<file path="src/rtl/pc_stack_if.sv">
// Bus bundle for the program-counter / return-stack block.
// WIDTH and DEPTH must match the parameters of the pc_stack attached to it.
interface pc_stack_if #(
  parameter int WIDTH = 16,
  parameter int DEPTH = 8
);
  localparam int SPW = $clog2(DEPTH + 1);

  logic             clear;
  logic             load;
  logic             branch;
  logic             incr;
  logic             call;
  logic             ret;
  logic [WIDTH-1:0] in;
  logic [WIDTH-1:0] offset;
  logic [WIDTH-1:0] out;
  logic [WIDTH-1:0] top;
  logic [SPW-1:0]   sp;
  logic             empty;
  logic             full;
  logic             overflow;
  logic             underflow;

  modport master (
    output clear, load, branch, incr, call, ret, in, offset,
    input  out, top, sp, empty, full, overflow, underflow
  );

  modport slave (
    input  clear, load, branch, incr, call, ret, in, offset,
    output out, top, sp, empty, full, overflow, underflow
  );
endinterface

</file>
<file path="src/rtl/pc_stack.sv">
// Program counter with a LIFO return stack: one operation per edge,
// priority clear > ret > call > load > branch > incr > hold.
module pc_stack #(
  parameter int               WIDTH     = 16,
  parameter int               DEPTH     = 8,
  parameter logic [WIDTH-1:0] RESET_VEC = '0
) (
  input logic      clk,
  input logic      reset_n,
  pc_stack_if.slave bus
);
  localparam int SPW = $clog2(DEPTH + 1);
  localparam int AW  = (DEPTH > 1) ? $clog2(DEPTH) : 1;

  logic [WIDTH-1:0] pc;
  logic [SPW-1:0]   sp_count;
  logic             ovf_flag;
  logic             unf_flag;
  logic [WIDTH-1:0] stack_mem [DEPTH];

  logic             is_empty;
  logic             is_full;
  logic [SPW-1:0]   sp_dec;
  logic [AW-1:0]    wr_idx;
  logic [AW-1:0]    rd_idx;
  logic [WIDTH-1:0] top_val;
  logic             push_en;

  assign is_empty = (sp_count == '0);
  assign is_full  = (sp_count == SPW'(DEPTH));
  assign sp_dec   = sp_count - SPW'(1);
  // Both indices are in range whenever they are actually used (push when not full, read when not empty).
  assign wr_idx   = sp_count[AW-1:0];
  assign rd_idx   = sp_dec[AW-1:0];
  assign top_val  = is_empty ? RESET_VEC : stack_mem[rd_idx];
  assign push_en  = !bus.clear && !bus.ret && bus.call && !is_full;

  always_ff @(posedge clk or negedge reset_n) begin
    if (!reset_n) begin
      pc       <= RESET_VEC;
      sp_count <= '0;
      ovf_flag <= 1'b0;
      unf_flag <= 1'b0;
    end else if (bus.clear) begin
      pc       <= RESET_VEC;
      sp_count <= '0;
      ovf_flag <= 1'b0;
      unf_flag <= 1'b0;
    end else if (bus.ret) begin
      if (!is_empty) begin
        pc       <= top_val;
        sp_count <= sp_dec;
      end else begin
        unf_flag <= 1'b1;
      end
    end else if (bus.call) begin
      pc <= bus.in;
      if (!is_full) begin
        sp_count <= sp_count + SPW'(1);
      end else begin
        ovf_flag <= 1'b1;
      end
    end else if (bus.load) begin
      pc <= bus.in;
    end else if (bus.branch) begin
      pc <= pc + bus.offset;
    end else if (bus.incr) begin
      pc <= pc + WIDTH'(1);
    end
  end

  // Storage is not reset: entries at or above sp are never observable.
  always_ff @(posedge clk) begin
    if (push_en) begin
      stack_mem[wr_idx] <= pc + WIDTH'(1);
    end
  end

  assign bus.out       = pc;
  assign bus.top       = top_val;
  assign bus.sp        = sp_count;
  assign bus.empty     = is_empty;
  assign bus.full      = is_full;
  assign bus.overflow  = ovf_flag;
  assign bus.underflow = unf_flag;
endmodule

</file>
<file path="src/flat_wrapper.sv">
// flat-port wrapper written by rule: the top's interface ports become plain ports
module pc_stack_flat 
#(
  parameter int               WIDTH     = 16,
  parameter int               DEPTH     = 8,
  parameter logic [WIDTH-1:0] RESET_VEC = '0
)
  (clk, reset_n, bus_clear, bus_load, bus_branch, bus_incr, bus_call, bus_ret, bus_in, bus_offset, bus_out, bus_top, bus_sp, bus_empty, bus_full, bus_overflow, bus_underflow);
  pc_stack_if #(.WIDTH(WIDTH), .DEPTH(DEPTH)) bus_i ();
  input logic clk;
  input logic reset_n;
  input wire logic [$bits(bus_i.clear)-1:0] bus_clear;
  input wire logic [$bits(bus_i.load)-1:0] bus_load;
  input wire logic [$bits(bus_i.branch)-1:0] bus_branch;
  input wire logic [$bits(bus_i.incr)-1:0] bus_incr;
  input wire logic [$bits(bus_i.call)-1:0] bus_call;
  input wire logic [$bits(bus_i.ret)-1:0] bus_ret;
  input wire logic [$bits(bus_i.in)-1:0] bus_in;
  input wire logic [$bits(bus_i.offset)-1:0] bus_offset;
  output wire logic [$bits(bus_i.out)-1:0] bus_out;
  output wire logic [$bits(bus_i.top)-1:0] bus_top;
  output wire logic [$bits(bus_i.sp)-1:0] bus_sp;
  output wire logic [$bits(bus_i.empty)-1:0] bus_empty;
  output wire logic [$bits(bus_i.full)-1:0] bus_full;
  output wire logic [$bits(bus_i.overflow)-1:0] bus_overflow;
  output wire logic [$bits(bus_i.underflow)-1:0] bus_underflow;
  assign bus_i.clear = bus_clear;
  assign bus_i.load = bus_load;
  assign bus_i.branch = bus_branch;
  assign bus_i.incr = bus_incr;
  assign bus_i.call = bus_call;
  assign bus_i.ret = bus_ret;
  assign bus_i.in = bus_in;
  assign bus_i.offset = bus_offset;
  assign bus_out = bus_i.out;
  assign bus_top = bus_i.top;
  assign bus_sp = bus_i.sp;
  assign bus_empty = bus_i.empty;
  assign bus_full = bus_i.full;
  assign bus_overflow = bus_i.overflow;
  assign bus_underflow = bus_i.underflow;
  pc_stack #(.WIDTH(WIDTH), .DEPTH(DEPTH), .RESET_VEC(RESET_VEC)) u_core (.clk(clk), .reset_n(reset_n), .bus(bus_i));
endmodule
</file>
<file path="config.mk">
export PLATFORM = sky130hd
export DESIGN_NAME = pc_stack_flat
export DESIGN_NICKNAME = d
export VERILOG_FILES = /design/src/rtl/pc_stack_if.sv /design/src/rtl/pc_stack.sv /design/src/flat_wrapper.sv
export SDC_FILE = /design/constraint.sdc
export NUM_CORES = 1
export LEC_CHECK = 0
export CAP_MARGIN = 15
export CORE_MARGIN = 1
export CORE_UTILIZATION = 43
export CTS_BUF_LIST = sky130_fd_sc_hd__clkbuf_8
export DETAILED_ROUTE_END_ITERATION = 8
export GPL_TIMING_DRIVEN = 0
export RECOVER_POWER = 100
export SLEW_MARGIN = 40
export SYNTH_ARGS = -nofsm -noshare
export SYNTH_HDL_FRONTEND = slang
export SYNTH_SLANG_ARGS = --single-unit
</file>
<file path="constraint.sdc">
create_clock -name clk -period 4.9 [get_ports clk]
set_input_delay 0.49 -clock clk [delete_from_list [all_inputs] [get_ports clk]]
set_output_delay 0.49 -clock clk [all_outputs]
set_load 0.02 [all_outputs]
</file>
Word level (Yosys, flattened, before mapping)
Memory sizes are Yosys's and may differ from the RTL's.
Index checks and enable logic that the tools add are counted.

storage, ports and cells
  flip-flop bits (word level) = 22
  logic and storage cells = 52
  input port bits = 40
  output and inout bits = 40
  bits in writable memories = 128
  memories kept = 1

memories
  name              depth  bits a word  rd ports  clocked after Yosys merged registers in  wr ports  RTL line        text
  u_core.stack_mem  8      16           1         0                                        1         pc_stack.sv:19  logic [WIDTH-1:0] stack_mem [DEPTH];

cells by class
  eq/ne operators = 4
  add/sub/neg operators = 4
  muxes and demuxes = 22
  reduce and logical (&&, ||, !) cells = 17

operators by type and width
  operator                                                            number
  16-bit 2-to-1 mux                                                   8
  4-bit 2-to-1 mux                                                    5
  16-bit by 1-bit adder with 16-bit output, second input constant     1
  16-bit adder                                                        1
  1-bit 2-to-1 mux                                                    9
  2-bit nonzero test                                                  4
  3-bit != test, second input constant                                2
  3-bit AND reduction                                                 2
  6-bit nonzero test                                                  1
  4-bit by 1-bit adder with 4-bit output, second input constant       1
  4-bit == test, second input constant                                1
  4-bit zero test                                                     1
  2-bit AND reduction                                                 2
  4-bit by 1-bit subtractor with 4-bit output, second input constant  1
  1-bit logical AND                                                   3
  1-bit zero test                                                     3
  3-bit nonzero test                                                  1
  2-bit != test, second input constant                                1

Depth between registers and ports, before layout
  word-level depth = 7
  depth in mapped cells = 12
  depth with buffers taken out = 10

Worst setup path after synthesis
Ideal clock, no wire load.

  path kind = register to register
  start point = reg u_core.sp_count[0] (netlist: u_core.bus.sp[0])
  end point = mem u_core.stack_mem[1][0], enable pin
  stages on the path, launching flop included = 10
  period minus slack after synthesis = 3.603 ns
  library setup time = 0.409 ns
  setup slack = 1.297 ns
  data arrival time = 3.194 ns
  path buffers = 2
  required time = 4.491 ns
  path through = dfrtp_1 buf_4 buf_2 inv_1 ha_1 and3b_1 nand2b_4 nor3_1 nand2_1 nor3_1

on the way
  word-level cells in the longest chain between the ends = 5

RTL lines
  item                                    RTL line            text
  start: declaration                      pc_stack.sv:16      logic [SPW-1:0] sp_count;
  start signal: assignment                pc_stack.sv:52      sp_count <= sp_dec;
  start signal: assignment                pc_stack.sv:59      sp_count <= sp_count + SPW'(1);
  4-bit == test                           pc_stack.sv:30      assign is_full = (sp_count == SPW'(DEPTH));
  net bus_full                            flat_wrapper.sv:24  output wire logic [$bits(bus_i.full)-1:0] bus_full;
  1-bit zero test                         pc_stack.sv:36      assign push_en = !bus.clear && !bus.ret && bus.call && !is_full;
  1-bit logical AND                       pc_stack.sv:36
  1-bit 2-to-1 mux                        pc_stack.sv:74      if (push_en) begin
  1-bit 2-to-1 mux (not written as such)  pc_stack.sv:75      stack_mem[wr_idx] <= pc + WIDTH'(1);
  end: declaration                        pc_stack.sv:19

The timed path passes the listed nets, and every way through them passes these cells.

Worst setup path after layout
  start point = reg u_core.sp_count[0] (netlist: u_core.bus.sp[0])
  end point = out bus_top[6]

on the way
  word-level cells in the longest chain between the ends = 3
  elaborated cells between the ends (all ways) = 4
  those cells by class = 1 x add/sub; 1 x mux; 1 x reduce/logical; 1 x memory

RTL lines
  item                                         RTL line            text
  4-bit by 1-bit subtractor with 4-bit output  pc_stack.sv:31      assign sp_dec = sp_count - SPW'(1);
  memory read 8 x 16 bit                       -
  16-bit 2-to-1 mux *                          pc_stack.sv:35      assign top_val = is_empty ? RESET_VEC : stack_mem[rd_idx];
  end: declaration                             flat_wrapper.sv:21  output wire logic [$bits(bus_i.top)-1:0] bus_top;

Mark *: on every way between the ends. The rest lies on a longest branch, timed or not.

==> flow_metrics.env <==
export IMPL_mostFrequentLayoutCells="edfxtp_1, nand2_1, nor2_1"
export IMPL_dr_first_iter_drc_count=517
export IMPL_syn_area_um2=7410
export IMPL_max_freq_mhz=218
export IMPL_synthArstFlopShare_pct=14.7
export IMPL_setup_worst_path_end_class="output pin"
export IMPL_place_hpwl_um=15300
export IMPL_use_met1_pct=35.3
export IMPL_grt_max_degree=23
export IMPL_swShare_pct=37.9
export IMPL_cts_sinks=150
export IMPL_seq_area_frac_synth_pct=59.3
export IMPL_synth_mux_area_share_pct=11.0
export IMPL_cts_buffers=17
export IMPL_max_slew_margin_rel_pct=7.46
export IMPL_synthXorXnorAreaFrac_pct=3.41
export IMPL_drv_cap=0
export IMPL_antenna_cells=0
export IMPL_cts_hold_buf=0
export IMPL_drive_above_1_share_pct=11.7
export IMPL_path_clk_slew_ns=0.08
export IMPL_dp_cells=865
export IMPL_grtUsageMet3_pct=5.59
export IMPL_postCtsSetupBuffers=0
export IMPL_p_comb_share_pct=40.8
export IMPL_finClkSkew_ns=0.0177
export IMPL_synth_edff_count=128
export IMPL_via_per_inst=5.85
export IMPL_fin_ws_ns=0.306
export IMPL_antenna_left=0
export IMPL_required_ns=4.41
export IMPL_cts_tree="yes"
export IMPL_ys_flop_type="edfxtp_1"
export IMPL_clk_latency_ns=0.45
export IMPL_vias=5251
export IMPL_pwr_share_seq_pct=36.9
export IMPL_die_h_um=133
export IMPL_synth_fa_ha_area_share_pct=3.31
export IMPL_grt_use_met2_pct=35.7
export IMPL_timing_rr_start="u_core.bus.sp[0]"
export IMPL_syn_nets=615
export IMPL_wire_per_inst_um=22.6
export IMPL_critPathMaxFanout=10
export IMPL_synthCells=556
export IMPL_layout_cells_non_filler=897
export IMPL_min_period_over_period_pct=93.8
export IMPL_nets=723
export IMPL_ys_ff_latch=150
export IMPL_grt_pass1_wl_um=30800
export IMPL_period_minus_slack_ns=4.59
export IMPL_htree_levels=4
export IMPL_synth_compound_area_share_pct=9.81
export IMPL_place_gp_congestion=0.910
export IMPL_p_switching_w=0.00173
export IMPL_rsz0062_at_grt="no"
export IMPL_drt_pass1_iter_count=8
export IMPL_ioPinCount=80
export IMPL_setup_viol=0
export IMPL_die_w_um=133
export IMPL_peakVddDrop_mv=0.378
export IMPL_arrival_ns=4.10
export IMPL_leakage_nw=3.23
export IMPL_final_common_cell="edfxtp_1"
export IMPL_status="finished clean"
export IMPL_syn_avg_cell_area_um2=13.3
export IMPL_antenna_found_initial=0
export IMPL_hold_viol=0
export IMPL_synth_cell_types=60
export IMPL_slew_viol_final=0
export IMPL_route_detailed_drc=0
export IMPL_portBuffers=77
export IMPL_grt_busiest_layer="met2"
export IMPL_intPower_w=0.00282
export IMPL_initial_utilization_pct=44.4
export IMPL_track_usage_pct=24.0
export IMPL_synth_top_family_by_area="multiplexers"
export IMPL_area_growth_pct=19.7
export IMPL_reg2reg_slack_ns=0.92
export IMPL_synth_warnings=0
export IMPL_clkPwrFrac_pct=22.4
export IMPL_critPathLaunchType="flop"
export IMPL_power_density_nw_per_um2=513
export IMPL_die_area_um2=17800
export IMPL_yosys_area_share_simple_pct=10.8
export IMPL_reg2reg_to="u_core.stack_mem[3][11]"
export IMPL_rows=47
export IMPL_core_area_um2=16700
export IMPL_post_cts_resized=0
export IMPL_hp_class="input port to asynchronous set/reset pin"
export IMPL_critPathKind="flop to output pin"
export IMPL_r2r_cells=10
export IMPL_root_buffer="clkbuf_8"
export IMPL_grt_pass1_vias=5126
export IMPL_grt_ovfl_total=0
export IMPL_tightest_slew_ns=1.39
export IMPL_cts_max_path_buffers=2
export IMPL_place_ws_ns=0.775
export IMPL_totalWireLength_um=20300
[cell type report]
| cell class | instances | area, um^2 |
|---|---|---|
| clock inverters | 15 | 186 |
| inverters | 10 | 37.5 |
| plain buffers | 27 | 138 |
| clock buffers | 17 | 234 |
| repair buffers | 89 | 810 |
| fillers | 1477 | 7830 |
| flip-flops and latches | 150 | 4390 |
| multi-input cells | 369 | 2800 |
| well taps | 220 | 275 |
[power by group through the flow]
stage	sequential, W	combinational, W	clock, W
after floorplan	0.00173	0.00112	0
after global placement	0.00171	0.00191	0
after detailed placement	0.00171	0.00195	0
after CTS	0.00168	0.00196	0.00103
after global routing	0.00169	0.00201	0.00108
final	0.00168	0.00185	0.00102
[metrics by stage]
stage	hold WS (ns)	utilization [%]	setup TNS (ns)	power [W]	area, um^2
after global routing	0.413	53.1	0	0.00478	8870
after floorplan	0.194	-	0	0.00285	7410
after detailed placement	0.507	51.6	0	0.00366	8630
final	0.346	53.1	0	0.00455	8870
after global placement	0.480	50.6	-0.117	0.00362	8460
after CTS	0.0198	54.2	0	0.00467	9050
[routing by layer]
layer,vias up,part of all wire (%),routed length (um)
li1,2367,-,-
met1,2639,45,9200
met2,225,46,9290
met3,20,7.6,1540
met4,0,1.3,264
met5,-,0,0
[flip-flops by register name (all words and copies together), names as in the netlist]
register	cells
u_core.bus.overflow	1
u_core.bus.sp	4
u_core.bus.underflow	1
u_core.stack_mem	128
u_core.bus.out	16
[cells in the mapped netlist, types with 3 or more instances]
library cell,instances,area share [%]
ha_1,18,3.0
nand2_1,60,3.0
a21oi_1,44,3.0
a31oi_1,4,0.34
clkbuf_1,14,0.71
a221oi_1,3,0.35
nand3_1,7,0.47
a22oi_1,6,0.61
nor3_1,12,0.81
a211oi_1,9,0.91
nand4_1,7,0.59
mux4_2,32,9.7
and4_1,3,0.35
a311oi_1,3,0.35
buf_4,6,0.61
xnor2_1,15,1.8
and3_1,9,0.76
o21ai_0,22,1.5
inv_1,9,0.46
xor2_1,12,1.4
o211ai_1,3,0.30
dfrtp_1,22,7.4
a21o_1,4,0.41
nor4_1,4,0.34
mux2i_1,7,0.95
edfxtp_1,128,52
buf_2,6,0.41
nor2_1,46,2.3
[critical path, cell delays in order (launching register included)]
cell and delay [ns]:
dfrtp_1 0.41, buf_4 0.26, buf_2 0.33, inv_1 0.13, ha_1 0.29, buf_2 0.18, clkbuf_1 0.55, mux4_2 0.34
nand2_1 0.06, a21oi_1 0.36, dlygate4sd3_1 0.74
[cell families after synthesis]
group	count (synthesis)
multiplexers	40
flip-flops	150
adder cells (fa/ha/maj)	19
XOR/XNOR	28
AND/OR/NAND/NOR	166
AO/OA/AOI/OAI	116
buffers and inverters	37
[worst max path at each step]
stage,cells past startpoint,endpoint,slack (ns),from
after floorplan,9,u_core.stack_mem[1][0],1.30,u_core.bus.sp[0]
after global placement,9,u_core.stack_mem[1][3],-0.009,u_core.bus.sp[0]
after detailed placement,10,bus_top[0],0.77,u_core.bus.sp[0]
after CTS,10,bus_top[0],0.27,u_core.bus.sp[0]
after global routing,11,bus_top[8],0.06,u_core.bus.sp[0]
final,10,bus_top[6],0.31,u_core.bus.sp[0]
(Power assumes the default switching activity.)
